<file path="src/rtl/lfsr_stream_encrypt.sv">
// Frame sequencer for the 6-bit LFSR stream cipher: preamble, message, pad,
// each symbol XORed with the external generator state, which advances once per accepted symbol.
module lfsr_stream_encrypt #(
  parameter int FRAME_LEN = 64,
  parameter int CW        = 8
) (
  input  logic       clk,
  input  logic       rst,
  input  logic       start,
  input  logic [5:0] seed,
  input  logic [5:0] taps,
  input  logic [3:0] pre_len,
  input  logic [5:0] lfsr_state,
  output logic       lfsr_init,
  output logic       lfsr_en,
  output logic [5:0] lfsr_start,
  output logic [5:0] lfsr_taps,
  input  logic [7:0] in_data,
  input  logic       in_valid,
  input  logic       in_last,
  output logic       in_ready,
  output logic [7:0] out_data,
  output logic       out_valid,
  input  logic       out_ready,
  output logic       busy,
  output logic       done,
  output logic       err
);

  typedef enum logic [2:0] {IDLE, LOAD, PRE, MSG, PAD, DRAIN, DONE} state_t;

  localparam logic [CW-1:0] FL = CW'(FRAME_LEN);

  state_t        state, state_nxt;
  logic [CW-1:0] cnt, cnt_nxt;
  logic [3:0]    pre_rem, pre_rem_nxt;
  logic          err_nxt;
  logic          at_end, bad_char;
  logic [5:0]    sym, msg_sym;

  assign lfsr_start = seed;
  assign lfsr_taps  = taps;
  assign lfsr_en    = out_valid & out_ready;
  assign busy       = (state != IDLE);

  // Low six bits of (in_data - 0x20) only depend on the low six input bits.
  assign msg_sym  = in_data[5:0] - 6'h20;
  assign bad_char = (in_data < 8'h20) || (in_data > 8'h5F);
  // True when the symbol being accepted now is the last one of the frame.
  assign at_end   = ((cnt + 1'b1) == FL);

  always_ff @(posedge clk or posedge rst) begin
    if (rst) begin
      state   <= IDLE;
      cnt     <= '0;
      pre_rem <= '0;
      err     <= 1'b0;
    end else begin
      state   <= state_nxt;
      cnt     <= cnt_nxt;
      pre_rem <= pre_rem_nxt;
      err     <= err_nxt;
    end
  end

  always_comb begin
    state_nxt   = state;
    cnt_nxt     = cnt;
    pre_rem_nxt = pre_rem;
    err_nxt     = err;
    out_valid   = 1'b0;
    in_ready    = 1'b0;
    lfsr_init   = 1'b0;
    done        = 1'b0;
    sym         = 6'h00;
    case (state)
      IDLE: begin
        if (start) begin
          pre_rem_nxt = pre_len;
          cnt_nxt     = '0;
          err_nxt     = 1'b0;
          state_nxt   = LOAD;
        end
      end
      LOAD: begin
        lfsr_init = 1'b1;
        state_nxt = (pre_rem != 4'd0) ? PRE : MSG;
      end
      PRE: begin
        out_valid = 1'b1;
        sym       = 6'h3F;
        if (out_ready) begin
          cnt_nxt     = cnt + 1'b1;
          pre_rem_nxt = pre_rem - 4'd1;
          // A preamble longer than the frame is cut short and the message dropped.
          if (at_end)                 state_nxt = DRAIN;
          else if (pre_rem == 4'd1)   state_nxt = MSG;
        end
      end
      MSG: begin
        out_valid = in_valid;
        in_ready  = out_ready;
        sym       = msg_sym;
        if (in_valid && out_ready) begin
          cnt_nxt = cnt + 1'b1;
          if (bad_char) err_nxt = 1'b1;
          if (in_last)     state_nxt = at_end ? DONE : PAD;
          else if (at_end) state_nxt = DRAIN;
        end
      end
      PAD: begin
        out_valid = 1'b1;
        if (out_ready) begin
          cnt_nxt = cnt + 1'b1;
          if (at_end) state_nxt = DONE;
        end
      end
      DRAIN: begin
        in_ready = 1'b1;
        if (in_valid) begin
          if (bad_char) err_nxt = 1'b1;
          if (in_last)  state_nxt = DONE;
        end
      end
      DONE: begin
        done      = 1'b1;
        state_nxt = IDLE;
      end
      default: state_nxt = IDLE;
    endcase
    out_data = out_valid ? {2'b00, sym ^ lfsr_state} : 8'h00;
  end

endmodule
</file>
<file path="config.mk">
export PLATFORM = sky130hd
export DESIGN_NAME = lfsr_stream_encrypt
export DESIGN_NICKNAME = d
export VERILOG_FILES = /design/src/rtl/lfsr_stream_encrypt.sv
export SDC_FILE = /design/constraint.sdc
export NUM_CORES = 1
export LEC_CHECK = 0
export ABC_AREA = 1
export BUFFER_PORTS_ARGS = -buffer_cell sky130_fd_sc_hd__buf_4
export CAP_MARGIN = 10
export CELL_PAD_IN_SITES_DETAIL_PLACEMENT = 0
export CELL_PAD_IN_SITES_GLOBAL_PLACEMENT = 1
export CORE_ASPECT_RATIO = 0.9
export CORE_MARGIN = 1.5
export CORE_UTILIZATION = 35
export CTS_CLUSTER_DIAMETER = 60
export DETAILED_ROUTE_END_ITERATION = 8
export PLACE_DENSITY = 0.9
export SLEW_MARGIN = 20
export SYNTH_ARGS = -nofsm -noshare
export SYNTH_HDL_FRONTEND = slang
export SYNTH_SLANG_ARGS = --single-unit
</file>
<file path="constraint.sdc">
create_clock -name clk -period 3.9 [get_ports clk]
set_clock_uncertainty 0.15 [all_clocks]
set_input_delay 0.39 -clock clk [delete_from_list [all_inputs] [get_ports clk]]
set_output_delay 0.39 -clock clk [all_outputs]
set_load 0.05 [all_outputs]
</file>
; After elaboration in Yosys (flattened, before gate mapping)
; Index checks and enable logic that the tools add are counted.
[word_totals]
regBits = 16
wordCells = 74
output_inout_bits = 27
input_bits = 36
[op_classes]
reduce_logical = 13
eq_ne = 18
n_addsub = 3
mux = 32
n_bitwise = 2
order_cmp = 2
[op_table]
columns = cell, count
row1 = 3-bit two-way mux, 11
row2 = 8-bit two-way mux, 3
row3 = 8-bit case mux with 3 select lines, 1
row4 = 3-bit case mux with 6 select lines, 1
row5 = "2-bit != test, second input constant", 7
row6 = 6-bit case mux with 2 select lines, 1
row7 = "3-bit equality test, second input constant", 3
row8 = 9-bit AND reduction, 1
row9 = 3-bit nonzero test, 3
row10 = "8-bit by 1-bit adder with 8-bit output, second input constant", 1
row11 = "8-bit by 7-bit equality test with 1-bit output, second input constant", 1
row12 = "8-bit by 7-bit greater-than comparator with 1-bit output, second input constant", 1
row13 = "8-bit by 6-bit less-than comparator with 1-bit output, second input constant", 1
row14 = 4-bit two-way mux, 2
row15 = 4-bit case mux with 2 select lines, 1
row16 = 4-bit AND reduction, 2
row17 = 1-bit two-way mux, 7
row18 = "3-bit by 2-bit equality test with 1-bit output, second input constant", 2
row19 = 6-bit two-way mux, 1
row20 = "3-bit != test, second input constant", 2
row21 = "6-bit subtractor, second input constant", 1
row22 = 6-bit XOR, 1
row23 = "4-bit by 1-bit equality test with 1-bit output, second input constant", 1
row24 = 1-bit case mux with 2 select lines, 2
row25 = other kinds (13), 13

; Depth between registers and ports, before layout
; Gate-level depths: netlist (run 1).
[logic_depth]
depth_word = 6
ltp_mapped = 13
ltp_nobuf = 13

; Worst setup path after synthesis (run 1)
; OpenSTA, ideal clock, no wires.
[synth_timing]
kind = register to output
start = register state[2]
end = output out_data[0]
n_path_buf = 0
slack_ps = 1270
t_arrival_ps = 2090
stages_incl_launch_ff = 6
path_cell_list = dfrtp_1 -> nor3_2 -> inv_1 -> o21bai_4 -> o21ai_0 -> a21oi_1
[synth_between]
elab_chain_cells = 4
[synth_lines]
columns = element, line
row1 = start: declaration, 34  ; state_t state, state_nxt;
row2 = start signal: assignment, 59  ; state <= state_nxt;
row3 = 3-bit equality test / 3-bit by 2-bit equality test with 1-bit output (equally long branches), 76  ; case (state)
row4 = 2-bit OR reduction (no source line), n/a
row5 = 1-bit case mux with 2 select lines *, 76
row6 = named net out_valid, 23  ; output logic out_valid,
row7 = 6-bit two-way mux *, 131  ; out_data = out_valid ? {2'b00, sym ^ lfsr_state} : 8'h00;
row8 = end: declaration, 22  ; output logic [7:0] out_data,
; The timed path passes the listed nets; every way through them passes the cells marked *.

; Worst setup path after layout (run 1)
[layout_timing]
start = register state[2]
end = output out_data[3]
[layout_between]
elab_chain_cells = 4
[layout_lines]
columns = element, line
row1 = 3-bit by 2-bit equality test with 1-bit output / 3-bit equality test (equally long branches), 76
row2 = 6-bit case mux with 2 select lines / 2-bit OR reduction (equally long branches), n/a
row3 = 6-bit XOR / 1-bit case mux with 2 select lines (equally long branches), "131, 76"
row4 = 6-bit two-way mux *, 131
; Mark *: on every way between the ends. The rest lies on a longest branch, timed or not.

==> results of run 1 <==
-- power breakdown --
| group | switching [mW] | internal (mW) |
|---|---|---|
| sequential | 0.0594 | 0.218 |
| clock | 0.0559 | 0.0895 |
| combinational | 0.632 | 0.290 |
| total | 0.748 | 0.598 |
-- per-layer routing --
metal	share of wire (%)	wire length, um	global-route usage, %
met1	46	1470	17.9
met2	48	1560	26.7
met3	5.1	164	3.07
met4	0.59	19	2.83
met5	0	0	0
-- sequential cells by signal (all words and copies together) (netlist names) --
register,cells
cnt,8
pre_rem,4
state,3
err,1
-- cell usage after synthesis (all sizes together) --
| master | count | area [um2] |
|---|---|---|
| inv | 33 | 126 |
| nand3 | 18 | 118 |
| clkinv | 1 | 3.75 |
| o211ai | 2 | 15.0 |
| conb | 1 | 3.75 |
| o21bai | 2 | 26.3 |
| dfrtp | 16 | 400 |
| o22ai | 4 | 25.0 |
| nor3b | 1 | 7.51 |
| o21ai | 22 | 121 |
| nand4 | 4 | 25.0 |
| ha | 5 | 62.6 |
| nor3 | 2 | 15.0 |
| nand2 | 55 | 226 |
| nor2 | 21 | 106 |
| buf | 16 | 121 |
| a21oi | 17 | 96.4 |
-- kinds of logic (layout without fill, tap and decap cells) --
group           count (synthesis)  in the layout  share of synthesized area [%]
compound gates                 47             47                           18.9
simple gates                  101            101                           33.2
buf+inv                        50             75                           16.8
other cells                     1              2                          0.250
flops                          16             16                           26.7
fa+ha+maj                       5              5                           4.17
-- worst min path at each step --
stage | startpoint | endpoint | slack, ns | depth (start not counted)
2_1_floorplan | rst | cnt[0] | 0.15 | 1
3_3_place_gp | rst | pre_rem[3] | 0.35 | 2
3_5_place_dp | err | err | 0.35 | 2
4_1_cts | rst | cnt[2] | 0.09 | 2
5_1_grt | rst | cnt[3] | 0.13 | 2
6_report | rst | cnt[2] | 0.07 | 2
-- critical path, cell delays in order (launching register included) --
cell and delay, ns:
dfrtp_1 0.46, inv_2 0.09, nand2_2 0.08, nor2_4 0.28, inv_4 0.10, nand2_1 0.10, o21bai_4 0.17, o21ai_0 0.12
a21oi_1 0.13, buf_4 0.21
-- final cells by class --
class                      count  share of cell area (%)
multi-input combinational    155                    48.0
sequential                    16                    22.6
timing repair buffer          37                    15.6
inverter                      34                    7.33
tap                           48                    3.38
clock buffer                   4                    3.10
-- cells in the final DEF, fill, tap and decap left out, types with 2 or more instances in the layout --
cell,n
nand2_2,8
conb_1,2
a21oi_1,16
nand2_1,47
o21ai_0,15
nor2_4,3
o21ai_2,3
inv_2,5
o22ai_1,4
ha_1,5
nor2_2,2
o211ai_1,2
nand3_1,14
clkbuf_8,4
inv_1,27
nand3_2,3
dfrtp_1,16
buf_4,37
nor2_1,16
o21ai_1,4
nand4_1,4
==> impl_summary.txt, run 1 <==
----------------------------------------------------
[Clock tree]
  Sink Count ... 16
  CTS clk-pin slew, worst paths ... 0.06 ns
  Post-CTS Setup Inserts ... 0
  Clock latency on the worst-skew pair ... 0.25 ns
  Number of instances resized during post-cts repair ... 0
  TritonCTS clock tree ... built
  Cell at the root of the clock tree ... clkbuf_8
  CTS Hold Buffers Added ... 0
  CTS H-tree lvls ... 1
  Clock buffer count from CTS ... 3
  Number of buffers between clock root and the deepest sink ... 2

[Worst hold path]
  Type of the worst min-delay path ... in -> async

[Setup path]
  Worst R2R Setup Slack ... 1.94 ns
  Critical Path RT ... 3.36 ns
  Worst setup EP type ... primary output
  Setup CP Type ... reg -> out
  Worst reg2reg path startpoint ... cnt[0]
  Crit path capture ... out_data[3]
  R2R depth ... 10
  Reg2reg end ... state[2]
  CP Data Arrival Time ... 1.99 ns
  CP Launch Point ... state[2]
  Biggest fanout along the worst timing path ... 12
  Startpoint class of the critical path ... flip-flop

[Timing]
  Hold slack final ... 0.0710 ns
  Final worst path period need ... 2.53 ns
  Unrepaired setup endpoints after global routing ... false
  Worst slew slack as a fraction of its limit ... 58.6%
  Final setup violation count ... 0
  Pins Over Slew Limit ... 0
  Hold violation total from the final report ... 0
  Sum Neg Setup Slack ... 0 ns
  Achievable clock frequency ... 395 MHz
  Fraction of the cycle the final worst path needs ... 64.8%
  Worst Max-Slew Pin Slew ... 0.620 ns
  Post-route worst setup slack ... 1.37 ns

[Floorplanning]
  Die extent in x ... 72.0 um
  Core ar. ... 0.00410 mm2
  Number of top-level pins ... 63
  Overall die area ... 0.00469 mm2
  Vert. Die Dim ... 65.1 um
  Starting Density ... 36.6%
  Placement row count ... 22

[Pwr]
  Max IR drop VDD ... 381 uV
  Sum of internal, switching and leakage power ... 1.35 mW
  Leak Pwr ... 0.882 nW
  PD cells ... 758 mW/mm2

[Route]
  Remaining antenna violation count ... 0
  Pre-antenna DRT Iters ... 4
  Routed length per instance ... 10.9 um
  Vias per cell ... 4.82
  Number of design-rule violations left by the first detailed-router iteration ... 28
  Final Routed Wirelength ... 3210 um
  Total number of vias ... 1417
  DRC violation count after routing ... 0

[Synth]
  Total standard cell area after synthesis ... 0.00150 mm2
  Synthesized netlist cell count ... 220
  Register area share after synthesis ... 26.7%
  Total of flip-flops plus latches after synthesis ... 16
  Number of distinct standard cells referenced by the synthesized netlist ... 31
  Avg Synthesized Cell Area ... 6.82 um2
  Number of warnings printed during yosys synthesis ... 0

[Global routing]
  Global-route wire length before repair ... 5580 um
  Antenna violations before repair ... 0
  Pin count of the biggest net entering global routing ... 17
  Overall global routing resource usage ... 14.7%
  Congestion Overflow GR ... 0
  Via count of the first global-routing pass ... 1327

[Layout]
  Footprint of the multi-input gates ... 852 um2
  Proportion of layout cells with a drive suffix above 1 ... 28.5%
  Number of diodes ... 0
  Area of all sequential standard cells ... 400 um2
  Total of fill cells in the finished design ... 431
  Number of non-filler instances in the completed layout ... 294
  Count of nets after finishing ... 288
  Utilization of the core after routing ... 43.3%
  Finished Cell Area ... 0.00178 mm2
  Area Overhead vs Synth ... 18.3%

[Placement]
  Pre-CTS setup slack ... 1.65 ns
  Cell area after placement ... 0.00172 mm2
  # placed instances ... 290
  RD Place Congestion ... 0.879
  HPWL after DPL ... 2650 um
  Port bufs ... 36

[Status]
  Outcome ... finished clean

[Flow run]
  Max-capacitance violation count ... 0

----------------------------------------------------
No activity file was read; power rests on OpenSTA's default activity.
==> run 2, diff against run 1 <==
CORE_UTILIZATION = 29   (was 35)
PLACE_DENSITY = 0.8   (was 0.9)
clock period = 2.3 ns   (was 3.9 ns; I/O delays follow)
==> run 2 against run 1 <==
Against the previous run:
- cell count is 7.1% higher
- total power is 80% higher
- non-clock buffer count is 4 higher
- sequential power is 68% higher
- wire length is 11% higher
- combinational power is 83% higher
- critical path depth stayed put
- clock-buffer cell count stayed put
- die area is 20% higher
==> impl_summary.txt, run 2 (synthesis gave the netlist of run 1 again) <==
----------------------------------------------------
[Status]
  Outcome ... finished clean

[Global routing]
  Congestion Overflow GR ... 0 (unchanged)
  Pin count of the biggest net entering global routing ... 17 (unchanged)
  Antenna violations before repair ... 0 (unchanged)
  Global-route wire length before repair ... 6370 um (+14%)
  Via count of the first global-routing pass ... 1406 (+6.0%)
  Overall global routing resource usage ... 14.0% (-0.65 points)

[Floorplanning]
  Vert. Die Dim ... 71.2 um (+9.4%)
  Overall die area ... 0.00561 mm2 (+20%)
  Starting Density ... 30.5% (-6.1 points)
  Number of top-level pins ... 63 (unchanged)
  Core ar. ... 0.00492 mm2 (+20%)
  Die extent in x ... 78.8 um (+9.5%)
  Placement row count ... 24 (+9.1%)

[Layout]
  Proportion of layout cells with a drive suffix above 1 ... 32.0% (+3.5 points)
  Most common cell after layout, fill and taps aside ... nand2_1
  Footprint of the multi-input gates ... 875 um2 (+2.6%)
  Largest register by flop count ... cnt
  Finished Cell Area ... 0.00187 mm2 (+5.1%)
  Regs by FF count ... cnt x8, pre_rem x4, state x3
  Number of flip-flops in the largest register ... 8 (unchanged)
  Number of diodes ... 0 (unchanged)
  Utilization of the core after routing ... 37.9% (-5.4 points)
  Area of all sequential standard cells ... 402 um2 (+0.31%)
  Total of fill cells in the finished design ... 540 (+25%)
  Area Overhead vs Synth ... 24.4%
  Count of nets after finishing ... 292 (+1.4%)
  Commonest cells after routing, fill and taps aside ... 47 x nand2_1, 37 x buf_4, 27 x inv_1, 16 x nor2_1, 15 x dfrtp_1

[Timing]
  Hold slack final ... 0.0797 ns (+0.00864 ns)
  Sum Neg Setup Slack ... 0 ns (unchanged)
  Pins Over Slew Limit ... 0 (unchanged)
  Achievable clock frequency ... 463 MHz
  Worst Max-Slew Pin Slew ... 0.669 ns (+0.0493 ns)
  Final setup violation count ... 0 (unchanged)
  Worst slew slack as a fraction of its limit ... 55.3% (-3.3 points)
  Hold violation total from the final report ... 0 (unchanged)
  Fraction of the cycle the final worst path needs ... 93.9%
  Final worst path period need ... 2.16 ns
  Post-route worst setup slack ... 0.140 ns (-1.23 ns)

[Setup path]
  CP Data Arrival Time ... 1.78 ns (-0.21 ns)
  Worst reg2reg path startpoint ... cnt[0]
  Startpoint class of the critical path ... flip-flop
  Critical Path RT ... 1.92 ns (-1.44 ns)
  Biggest fanout along the worst timing path ... 8 (-4)
  CP Launch Point ... state[2]
  Worst setup EP type ... primary output
  R2R depth ... 10 (unchanged)
  Setup CP Type ... reg -> out

[Clock tree]
  Clock buffer count from CTS ... 3 (unchanged)
  TritonCTS clock tree ... built
  CTS clk-pin slew, worst paths ... 0.07 ns (about the same)
  Sink Count ... 16 (unchanged)
  Number of buffers between clock root and the deepest sink ... 2 (unchanged)
  Cell at the root of the clock tree ... clkbuf_8
  CTS H-tree lvls ... 1 (unchanged)
  Clock latency on the worst-skew pair ... 0.25 ns (about the same)

[Route]
  DRC violation count after routing ... 0 (unchanged)
  Vias per cell ... 4.57 (-5.3%)
  Total number of vias ... 1438 (+1.5%)
  Routed length per instance ... 11.3 um (+3.7%)
  Pre-antenna DRT Iters ... 4 (unchanged)
  Number of design-rule violations left by the first detailed-router iteration ... 77 (+180%)
  Remaining antenna violation count ... 0 (unchanged)
  Final Routed Wirelength ... 3560 um (+11%)

[Placement]
  RD Place Congestion ... 0.830 (-5.5%)
  Pre-CTS setup slack ... 0.365 ns (-1.28 ns)
  Port bufs ... 36 (unchanged)
  HPWL after DPL ... 2810 um (+5.9%)
  Cell area after placement ... 0.00177 mm2 (+3.0%)

[Flow run]
  Max-capacitance violation count ... 0 (unchanged)

[Pwr]
  Max IR drop VDD ... 820 uV (+120%)
  PD cells ... 1290 mW/mm2 (+71%)
  Leak Pwr ... 0.901 nW (+2.2%)

[Worst hold path]
  Critical hold path startpoint ... pre_len[3]
  Worst Hold Path Cells ... 3
  Type of the worst min-delay path ... in -> reg

----------------------------------------------------
[run 2: cell types whose count changed in the layout (fill, tap and decap cells not counted), sizes merged]
cell	previous run	this run
buf	37	40
dlygate4sd3	0	1
[run 2: metrics by stage]
step           total power [mW]  std cells
2_1_floorplan              1.75        221
3_3_place_gp               2.12        308
4_1_cts                    2.38        313
5_1_grt                    2.64        315
6_report                   2.42        315
3_5_place_dp               2.12        308
[run 2: what timing repair did]
action	in CTS	in global routing
resized for setup	0	9
hold endpoints to repair	16	0
setup endpoints to repair	0	7
setup buffers	0	2
hold buffers	1	0
[run 2: power breakdown]
group | internal (mW) | total [mW] | switching [mW]
combinational | 0.548 | 1.69 | 1.14
clock | 0.152 | 0.258 | 0.106
sequential | 0.371 | 0.467 | 0.0959
[run 2: path summary, 6_finish.rpt]
check	to	slack, ns
max	out_data[2]	0.14
min reg2reg	err	0.37
max reg2reg	state[1]	0.37
min	pre_rem[3]	0.08
max in group asynchronous	state[2]	1.05
min in group asynchronous	pre_rem[0]	0.48
[run 2: area by class of cell]
cell class              instances  share of cell area (%)
repair buffers                 41                    17.2
multi-input cells             155                    46.8
inverters                      34                    7.10
flip-flops and latches         16                    21.5
clock buffers                   4                    2.95
well taps                      65                    4.36
[run 2: critical path: stages, from the launching register on]
cell	delay [ns]
dfrtp_2	0.46
inv_2	0.08
nand2_2	0.09
nor2_4	0.13
inv_4	0.07
nand2_1	0.08
o21bai_4	0.17
o21ai_0	0.14
a21oi_2	0.12
buf_4	0.20
[run 2: routing by layer]
| metal | up-vias | global-route usage [%] | wire length [um] |
|---|---|---|---|
| li1 | 762 | - | - |
| met1 | 634 | 18.7 | 1740 |
| met2 | 38 | 23.3 | 1600 |
| met3 | 4 | 2.93 | 177 |
| met4 | 0 | 3.70 | 43 |
| met5 | - | 0 | 0 |
